File: config.mk
export PLATFORM = sky130hd
export DESIGN_NAME = bit_serial_alu_seq
export DESIGN_NICKNAME = d
export VERILOG_FILES = /design/src/rtl/bit_serial_alu_seq.sv
export SDC_FILE = /design/constraint.sdc
export NUM_CORES = 1
export LEC_CHECK = 0
export CORE_AREA = 3 3 76 78
export CTS_BUF_LIST = sky130_fd_sc_hd__clkbuf_4
export DETAILED_ROUTE_END_ITERATION = 6
export DIE_AREA = 0 0 79 81
export PLACE_DENSITY = 0.71
export SLEW_MARGIN = 0
export SYNTH_ARGS = -nofsm -noshare
export SYNTH_HDL_FRONTEND = slang
export SYNTH_SLANG_ARGS = --single-unit
File: constraint.sdc
create_clock -name clk -period 2.2 [get_ports clk]
set_input_delay 0.22 -clock clk [delete_from_list [all_inputs] [get_ports clk]]
set_output_delay 0.22 -clock clk [all_outputs]
set_load 0.05 [all_outputs]
File: src/rtl/bit_serial_alu_seq.sv
// Bit-serial sequencer around an external 1-bit ALU slice: feeds one bit pair per clock LSB first,
// chains carry through a flop, reassembles the result. Optional macro SLT_OVF_FIX_EN corrects SLT on overflow.
module bit_serial_alu_seq #(
  parameter int WIDTH = 8
) (
  input  logic             clk,
  input  logic             rst_n,
  input  logic             start,
  input  logic [3:0]       op,
  input  logic [WIDTH-1:0] opa,
  input  logic [WIDTH-1:0] opb,
  output logic             busy,
  output logic             done,
  output logic [WIDTH-1:0] y,
  output logic             zero,
  output logic             ovf,
  output logic             err,
  output logic             alu_ainvert,
  output logic             alu_binvert,
  output logic             alu_cin,
  output logic             alu_a,
  output logic             alu_b,
  output logic             alu_less,
  output logic [1:0]       alu_s,
  input  logic             alu_result,
  input  logic             alu_cout
);
  localparam int IW = $clog2(WIDTH);
  localparam logic [IW-1:0] LAST = IW'(WIDTH - 1);

  localparam logic [3:0] OP_AND = 4'b0000;
  localparam logic [3:0] OP_OR  = 4'b0001;
  localparam logic [3:0] OP_ADD = 4'b0010;
  localparam logic [3:0] OP_SUB = 4'b0110;
  localparam logic [3:0] OP_SLT = 4'b0111;
  localparam logic [3:0] OP_NOR = 4'b1100;

  typedef enum logic [1:0] {IDLE, RUN, SLT_FIX, DONE} state_t;

  state_t           state_q, state_d;
  logic [IW-1:0]    idx_q, idx_d;
  logic             carry_q, carry_d;
  logic [WIDTH-1:0] opa_q, opa_d, opb_q, opb_d;
  logic [3:0]       op_q, op_d;
  logic [WIDTH-1:0] y_q, y_d;
  logic             zero_q, zero_d;
  logic             ovf_q, ovf_d;
  logic             err_q, err_d;
  logic             msb_q, msb_d;

  logic       dec_ainv, dec_binv, dec_arith, dec_slt;
  logic [1:0] dec_sel;
  logic       op_legal;
  logic       slt_set;

  always_comb begin
    op_legal = (op == OP_AND) || (op == OP_OR) || (op == OP_ADD) ||
               (op == OP_SUB) || (op == OP_SLT) || (op == OP_NOR);
  end

  // Slice control for the latched op; only legal ops ever reach RUN.
  always_comb begin
    dec_ainv  = 1'b0;
    dec_binv  = 1'b0;
    dec_sel   = 2'b00;
    dec_arith = 1'b0;
    dec_slt   = 1'b0;
    case (op_q)
      OP_OR:  dec_sel = 2'b01;
      OP_ADD: begin dec_sel = 2'b10; dec_arith = 1'b1; end
      OP_SUB: begin dec_sel = 2'b10; dec_binv = 1'b1; dec_arith = 1'b1; end
      OP_SLT: begin dec_sel = 2'b10; dec_binv = 1'b1; dec_arith = 1'b1; dec_slt = 1'b1; end
      OP_NOR: begin dec_ainv = 1'b1; dec_binv = 1'b1; end
      default: ;
    endcase
  end

`ifdef SLT_OVF_FIX_EN
  assign slt_set = msb_q ^ ovf_q;
`else
  assign slt_set = msb_q;
`endif

  always_comb begin
    state_d     = state_q;
    idx_d       = idx_q;
    carry_d     = carry_q;
    opa_d       = opa_q;
    opb_d       = opb_q;
    op_d        = op_q;
    y_d         = y_q;
    zero_d      = zero_q;
    ovf_d       = ovf_q;
    err_d       = err_q;
    msb_d       = msb_q;
    alu_ainvert = 1'b0;
    alu_binvert = 1'b0;
    alu_cin     = 1'b0;
    alu_a       = 1'b0;
    alu_b       = 1'b0;
    alu_less    = 1'b0;
    alu_s       = 2'b00;
    case (state_q)
      IDLE: begin
        if (start) begin
          opa_d   = opa;
          opb_d   = opb;
          op_d    = op;
          idx_d   = '0;
          carry_d = 1'b0;
          y_d     = '0;
          zero_d  = 1'b0;
          ovf_d   = 1'b0;
          msb_d   = 1'b0;
          err_d   = !op_legal;
          state_d = op_legal ? RUN : DONE;
        end
      end
      RUN: begin
        alu_ainvert = dec_ainv;
        alu_binvert = dec_binv;
        alu_s       = dec_sel;
        alu_a       = opa_q[idx_q];
        alu_b       = opb_q[idx_q];
        alu_cin     = (idx_q == '0) ? dec_binv : carry_q;
        carry_d     = alu_cout;
        if (!dec_slt) y_d[idx_q] = alu_result;
        if (idx_q == LAST) begin
          if (dec_arith) ovf_d = alu_cin ^ alu_cout;
          msb_d   = alu_result;
          state_d = dec_slt ? SLT_FIX : DONE;
        end else begin
          idx_d = idx_q + 1'b1;
        end
      end
      SLT_FIX: begin
        y_d     = {{(WIDTH-1){1'b0}}, slt_set};
        state_d = DONE;
      end
      DONE: state_d = IDLE;
      default: state_d = IDLE;
    endcase
    // zero is registered on entry to DONE so it is valid on the done cycle and holds after.
    if (state_d == DONE && state_q != DONE) zero_d = (y_d == '0);
  end

  always_ff @(posedge clk) begin
    if (!rst_n) begin
      state_q <= IDLE;
      idx_q   <= '0;
      carry_q <= 1'b0;
      opa_q   <= '0;
      opb_q   <= '0;
      op_q    <= '0;
      y_q     <= '0;
      zero_q  <= 1'b0;
      ovf_q   <= 1'b0;
      err_q   <= 1'b0;
      msb_q   <= 1'b0;
    end else begin
      state_q <= state_d;
      idx_q   <= idx_d;
      carry_q <= carry_d;
      opa_q   <= opa_d;
      opb_q   <= opb_d;
      op_q    <= op_d;
      y_q     <= y_d;
      zero_q  <= zero_d;
      ovf_q   <= ovf_d;
      err_q   <= err_d;
      msb_q   <= msb_d;
    end
  end

  assign busy = (state_q != IDLE);
  assign done = (state_q == DONE);
  assign y    = y_q;
  assign zero = zero_q;
  assign ovf  = ovf_q;
  assign err  = err_q;
endmodule

### Word level (Yosys, flattened, before mapping)

Index checks and enable logic that the tools add are counted.

* add/subtract/negate cells: 1
* magnitude comparators: 2
* equality and inequality tests: 20
* muxes and demuxes: 39
* bitwise operators: 1
* reduce and logical (&&, ||, !) cells: 24

Operator list (count)
* $pmux 8 s3: 1
* $mux 1: 20
* $eq 4x3->1 const B: 4
* $mux 8: 2
* $ne 2x2->1 const B: 5
* $bwmux 8: 1
* $eq 4x1->1 const B: 2
* $eq 4x2->1 const B: 2
* $eq 4x4->1 const B: 2
* $logic_not 8->1: 1
* $mux 2: 4
* $pmux 2 s4: 1
* $reduce_bool 2->1: 4
* $bmux 1 s3: 2
* $eq 2x2->1 const B: 3
* $mux 3: 2
* $pmux 1 s2: 3
* $pmux 3 s2: 1
* $reduce_and 2->1: 3
* $reduce_and 3->1: 2
* $reduce_or 3->1: 2
* $logic_or 1x1->1: 5
* $logic_not 4->1: 1
* $lt 3x4->1 const B: 1
* other kinds (12): 13

* register bits after elaboration: 38
* input port bits: 25
* word-level logic and storage cells: 98

### Longest topological paths before layout

Gate-level depths: netlist of the first run.

* depth in word-level cells: 13
* depth in mapped cells: 8

### Least setup slack after synthesis of the first run

OpenSTA, ideal clock, no wires.

* path kind: reg-to-output
* start: register state_q[0]
* end: output alu_s[0]
* data arrival time: 2477 ps
* required time: 1980 ps
* slack: -497 ps
* cell stages (with the launch flop): 5
* path buffers: 2
* path through: dfxtp_1 > or2b_1 > clkbuf_1 > buf_2 > nor4_1

* word-level cells in the longest chain between the ends: 2

RTL lines
* start: declaration: RTL line 40 `state_t state_q, state_d;`
* start signal: assignment: RTL line 161 `state_q <= state_d;`
* $eq 2x1->1: RTL line 103 `case (state_q)`
* $mux 2: RTL line 103
* end: declaration: RTL line 24 `output logic [1:0] alu_s,`

Every way passes these cells.

### Final worst setup path of the first run

* start: register state_q[1]
* end: output done

* word-level cells in the longest chain between the ends: 1

RTL lines
* $eq 2x2->1: RTL line 176 `assign done = (state_q == DONE);`
* end: declaration: RTL line 13 `output logic done,`

Every way passes these cells.

==> results of run 1 <==
## per-layer routing
layer	GRT usage, %	routed length [um]	vias to the layer above
met5	0	0	-
met4	6.01	61	0
met3	3.99	263	5
met2	26.5	2200	59
met1	19.4	2190	833
li1	-	-	929
## tightest hold or removal path: stages
cell	delay, ns
clkdlybuf4s50_1	0.39
nand2_1	0.05
a21boi_0	0.06
## cells by family after synthesis
group	after synthesis
AOI/OAI and AO/OA	61
buffers and inverters	23
adders and majority gates	3
xor gates and xnor gates	2
muxes	9
and+or+nand+nor	110
DFF	38
other	1
## final cells by class
| type | instances | area share, % |
|---|---|---|
| Sequential cell | 38 | 28.7 |
| Inverter | 6 | 0.846 |
| Timing Repair Buffer | 52 | 20.5 |
| Clock buffer | 5 | 1.41 |
| Multi-Input combinational cell | 186 | 43.7 |
| Clock inverter | 3 | 1.50 |
| Tap cell | 70 | 3.29 |
## where the power goes
group          total (mW)  internal (mW)  leakage, nW  switching (mW)
logic               0.344          0.158        0.662           0.186
registers           0.766          0.727        0.311          0.0389
clock network       0.473          0.235       0.0450           0.237
total                1.58           1.12         1.02           0.462
## state kept, by name, indices dropped and copies added (netlist names)
register  cells
carry_q       1
err           1
idx_q         3
msb_q         1
op_q          4
opa_q         8
opb_q         8
ovf           1
state_q       2
y             8
zero          1
## repair_timing
action | 4_1_cts | 5_1_grt
setup buffers | 0 | 0
setup endpoints to repair | 3 | 3
gates resized for setup | 2 | 2
## placed cells by master (no fill, tap or decap), drive strengths merged, types with 2 or more instances in the layout
cell type,Yosys,layout
a22oi,2,2
inv,6,6
nor2,10,10
buf,9,15
mux2,2,2
nor4,4,4
dfxtp,38,38
o21ai,11,11
clkinv,0,2
o22ai,2,2
nand2,53,53
nor3,4,4
mux2i,5,5
a31oi,6,6
nor2b,11,11
and2,13,13
clkdlybuf4s50,0,37
o21a,3,3
nand3,3,3
nand2b,2,2
xor2,2,2
clkbuf,8,5
a21boi,21,21
a21oi,8,8
mux4,2,2
nand3b,2,2
ha,3,3
## worst paths after layout
path,start,to,cells after the start
worst min-delay path,opb[7],opb_q[7]$_SDFFE_PN0P_,3
worst min register to register,opb_q[0]$_SDFFE_PN0P_,opb_q[0]$_SDFFE_PN0P_,2
worst max register to register,state_q[1]$_SDFF_PN0_,zero$_SDFFE_PN0P_,6
worst max-delay path,state_q[1]$_SDFF_PN0_,done,2
==> key figures, run 1 <==
Run status
  • Status: complete, no violations

CTS
  • Clk slew on worst S/H paths: 0.12 ns
  • CTS root buf: clkbuf_4
  • Total CTS buffers: 5
  • Bufs on Longest Clock Path: 2
  • Latest clock arrival within the worst-skew pair: 0.34 ns
  • CTS Sinks: 38
  • CTS tree: yes
  • Hold Buf Count CTS: 0
  • H-Tree Depth: 2

Timing
  • Setup ws final: 0.116 ns
  • Max-Slew Margin vs Limit: 66.5%
  • Max Slew Vio Count: 0
  • Clock skew: 0.00705 ns
  • Fmax: 480 MHz
  • Period utilization: 94.7%
  • RSZ-0062 raised after global routing: no
  • WHS: 0.421 ns
  • Final setup violation count: 0
  • Tmin final: 2.08 ns
  • Hold Fails Final Rpt: 0
  • Worst-margin pin slew: 0.500 ns
  • Setup_tns: 0 ns

Yosys
  • Main combinational cell family by area after synthesis: simple AND/OR/NAND/NOR gates
  • Synth Area in XOR/XNOR: 0.867%
  • Simple-gate share of the synthesized area: 27.8%
  • Top cells by area, synth: dfxtp_1 (38%), nand2_1 (9.9%), a21boi_0 (7.8%)
  • Post-synth top cells: nand2_1 (53), dfxtp_1 (38), a21boi_0 (21)
  • Multiplexer share of the synthesized area: 5.82%
  • Synthesized instance count: 247
  • Cell Area, Synth: 0.00202 sq mm
  • Area share of the largest cell type after synthesis: 37.7%
  • Synth Area per Inst: 8.18 sq um
  • Asr flop ratio synth: 0%
  • Syn_nets: 275
  • Cell variety after synth: 49
  • Ys Warns: 0
  • Register area share after synthesis: 37.7%
  • Compound-cell area share of the yosys netlist: 20.4%
  • Post-Synth Adder-Cell Area: 1.86%
  • Top FF cell, synth: dfxtp_1
  • EDFF count, synth: 0
  • Most frequent cell after synthesis: nand2_1
  • Synth Register Bits: 38
  • Area leader, netlist: dfxtp_1

Final layout
  • Design Area, Final: 0.00266 sq mm
  • Fillers: 532
  • Area Overhead vs Synth: 31.8%
  • Layout cells sized above 1: 14.1%
  • Storage element area: 764 sq um
  • Final nets: 317
  • Diodes inserted: 0
  • Multi-input logic area: 0.00116 sq mm
  • Post-route non-filler standard cell count: 360
  • Fin util: 51.8%

Worst setup path
  • Slowest CP cell: clkdlybuf4s50_1
  • CP Class: flop to output pin
  • CP Launch Type: flop
  • Critical path, cell by cell: and2_4 -> clkdlybuf4s50_1
  • Worst path required time: 1.98 ns
  • Crit end category: output pin
  • Family with the most delay on the worst path: buffers and inverters
  • R2R Setup Slk: 0.28 ns
  • Critical Path Fanout Max: 9
  • Crit-path max cell delay: 0.79 ns
  • Worst path bufs/invs: 1
  • CP Data Arrival Time: 1.86 ns

Die
  • CORE AREA: 0.00514 sq mm
  • Die Span X: 79 um
  • IO Count: 46
  • Starting Density: 39.3%
  • Full die area: 0.00640 sq mm
  • Chip Height: 81 um
  • Rows: 26

GRT
  • Initial antenna violation count: 0
  • Global-route wire length before repair: 7980 um
  • GR Util All Layers: 15.8%
  • Vias in the first global route: 1766
  • Pin count of the biggest net entering global routing: 19
  • Grt total ovfl: 0

Routing
  • Drt first-iter violations: 128
  • Routed WL: 4710 um
  • Vias: 1826
  • First-pass DRT Iterations: 4
  • DR WL/cell: 13.1 um
  • Antenna Nets Post-Route: 0
  • DRC errors left: 0
  • Vias per inst: 5.07

Power
  • Cell Pwr Density: 595 mW/mm^2
  • Tot Pwr: 1.58 mW
  • Maximum VDD drop: 0.000322 V
  • Pleak: 1.02 nW

Placement
  • DP Cell Count: 352
  • Post-DP Area: 0.00258 sq mm
  • HPWL Detailed: 3460 um
  • Post-Place Worst Slack: 0.0505 ns
  • RD Place Congestion: 0.831
  • Buffers on Ports: 44

Worst hold path
  • Worst hold path class: input port to flop

Job
  • Max-cap violation count: 0
Note: power is estimated with default switching activity, not from simulation.
==> run 2, diff against run 1 <==
Settings changed: TNS_END_PERCENT from default to 30.
==> run 2 against run 1 <==
  * Count of clock-buffer cells in the layout unchanged
  * Via count shrank 0.66%
  * Clock skew increased by 0.0050 ns
  * Final cell count down 0.56%
  * Clock power decreased by 28%
  * Core utilization shrank 0.85 points
  * Critical path depth grew 2
  * Cell area decreased by 1.6%
  * Critical path type unchanged
  * Critical endpoint is now alu_s[0]
  * Highest routed layer unchanged
==> key figures, run 2 (synthesis results as in run 1) <==
Die
  • Full die area: 0.00640 sq mm
  • IO Count: 46
  • CORE AREA: 0.00514 sq mm
  • Starting Density: 39.3%
  • Rows: 26
  • Chip Height: 81 um
  • Die Span X: 79 um

Worst hold path
  • Worst Hold Launch: opb[5]
  • Hold path endpoint: opb_q[5]$_SDFFE_PN0P_
  • Worst hold path class: input port to flop
  • Hold Path Depth: 3

Final layout
  • Final nets: 316
  • Design Area, Final: 0.00262 sq mm
  • Commonest cells after routing, fill and taps aside: nand2_1 (53), clkdlybuf4s50_1 (37), dfxtp_1 (36), a21boi_0 (21), nor2b_1 (11)
  • Post-route non-filler standard cell count: 358
  • Area Overhead vs Synth: 29.6%
  • Layout cells sized above 1: 13.2%
  • Diodes inserted: 0
  • Most common cell after layout, fill and taps aside: nand2_1
  • Fillers: 525

CTS
  • Hold Buf Count CTS: 0
  • CTS Sinks: 38
  • Clk slew on worst S/H paths: 0.12 ns
  • CTS root buf: clkbuf_4
  • Bufs on Longest Clock Path: 2
  • CTS tree: yes
  • Total CTS buffers: 5
  • H-Tree Depth: 2
  • # resized after CTS: 2
  • Post-CTS Setup Bufs: 0
  • Latest clock arrival within the worst-skew pair: 0.35 ns

Worst setup path
  • RR Endpoint: zero$_SDFFE_PN0P_
  • Crit-path max cell delay: 0.50 ns
  • Crit end category: output pin
  • Critical path, cell by cell: or2b_4 -> buf_4 -> nor4_2 -> buf_12
  • R2R Setup Slk: 0.35 ns
  • CP Launch Type: flop
  • Critical Path Fanout Max: 11
  • Reg-to-Reg Start: idx_q[1]$_SDFFE_PN0P_
  • CP Data Arrival Time: 1.89 ns
  • Slowest CP cell: dfxtp_1
  • Worst Setup SP: state_q[0]$_SDFF_PN0_
  • Family with the most delay on the worst path: simple AND/OR/NAND/NOR gates
  • Worst path bufs/invs: 2
  • Worst r2r path cells: 6
  • CP Class: flop to output pin
  • Worst path required time: 1.98 ns

Placement
  • RD Place Congestion: 0.876
  • HPWL Detailed: 3580 um
  • DP Cell Count: 351
  • Post-DP Area: 0.00256 sq mm
  • Post-Place Worst Slack: 0.0503 ns
  • Buffers on Ports: 44

Timing
  • WHS: 0.417 ns
  • Tmin final: 2.11 ns
  • Max-Slew Margin vs Limit: 66.4%
  • Worst-margin pin slew: 0.503 ns
  • Final setup violation count: 0
  • Clock skew: 0.0121 ns
  • Fmax: 474 MHz
  • Hold Fails Final Rpt: 0
  • RSZ-0062 raised after global routing: no
  • Max Slew Vio Count: 0
  • Setup ws final: 0.0905 ns
  • Period utilization: 95.9%
  • Setup_tns: 0 ns

GRT
  • GR Util All Layers: 15.9%
  • Pin count of the biggest net entering global routing: 20
  • Global-route wire length before repair: 8130 um
  • Vias in the first global route: 1780
  • Initial antenna violation count: 0
  • Grt total ovfl: 0

Routing
  • DRC errors left: 0
  • Routed WL: 4830 um
  • Vias per inst: 5.07
  • DR WL/cell: 13.5 um
  • Antenna Nets Post-Route: 0
  • Vias: 1814
  • First-pass DRT Iterations: 5
  • Drt first-iter violations: 144

Run status
  • Status: complete, no violations

Power
  • Pleak: 0.997 nW
  • Cell Pwr Density: 553 mW/mm^2
  • Maximum VDD drop: 0.000411 V

Job
  • Max-cap violation count: 0
==> run 2: worst max-delay path by stage <==
| stage | depth (start not counted) | end |
|---|---|---|
| 2_1_floorplan | 4 | alu_ainvert |
| 3_3_place_gp | 6 | zero$_SDFFE_PN0P_ |
| 3_5_place_dp | 6 | zero$_SDFFE_PN0P_ |
| 4_1_cts | 6 | alu_cin |
| 5_1_grt | 8 | alu_a |
| 6_report | 4 | alu_s[0] |
==> run 2: layout make-up <==
type	instances	area [sq um]	area share, %
clock buffers	5	37.5	1.43
inverters	6	22.5	0.860
well taps	70	87.6	3.35
clock inverters	2	10.0	0.382
repair buffers	51	538	20.6
multi-input cells	186	1160	44.3
flip-flops and latches	38	763	29.2
==> run 2: per-layer routing <==
layer	track usage [%]	share of wire, %	vias to the layer above
li1	-	-	925
met1	19.4	45	827
met2	26.7	48	53
met3	3.99	5.0	9
met4	6.87	2.2	0
met5	0	0	-
==> run 2: report_power, final <==
part	total [mW]	internal (mW)	switching, mW
combinational	0.342	0.155	0.186
sequential	0.766	0.726	0.0400
clock	0.341	0.115	0.226
==> run 2: stage by stage <==
step / power, mW / utilization, %
floorplan: 0.998 / -
finish: 1.45 / 50.9
CTS: 1.46 / 50.9
global route: 1.53 / 50.9
detailed placement: 1.12 / 49.9
global placement: 1.11 / 49.9
==> run 2: worst reg2reg max path, cell delays in order (launching register included) <==
cell	delay, ns
dfxtp_2	0.54
ha_1	0.22
ha_1	0.27
and2_1	0.17
a211o_1	0.12
nor4bb_1	0.30
a31o_1	0.18
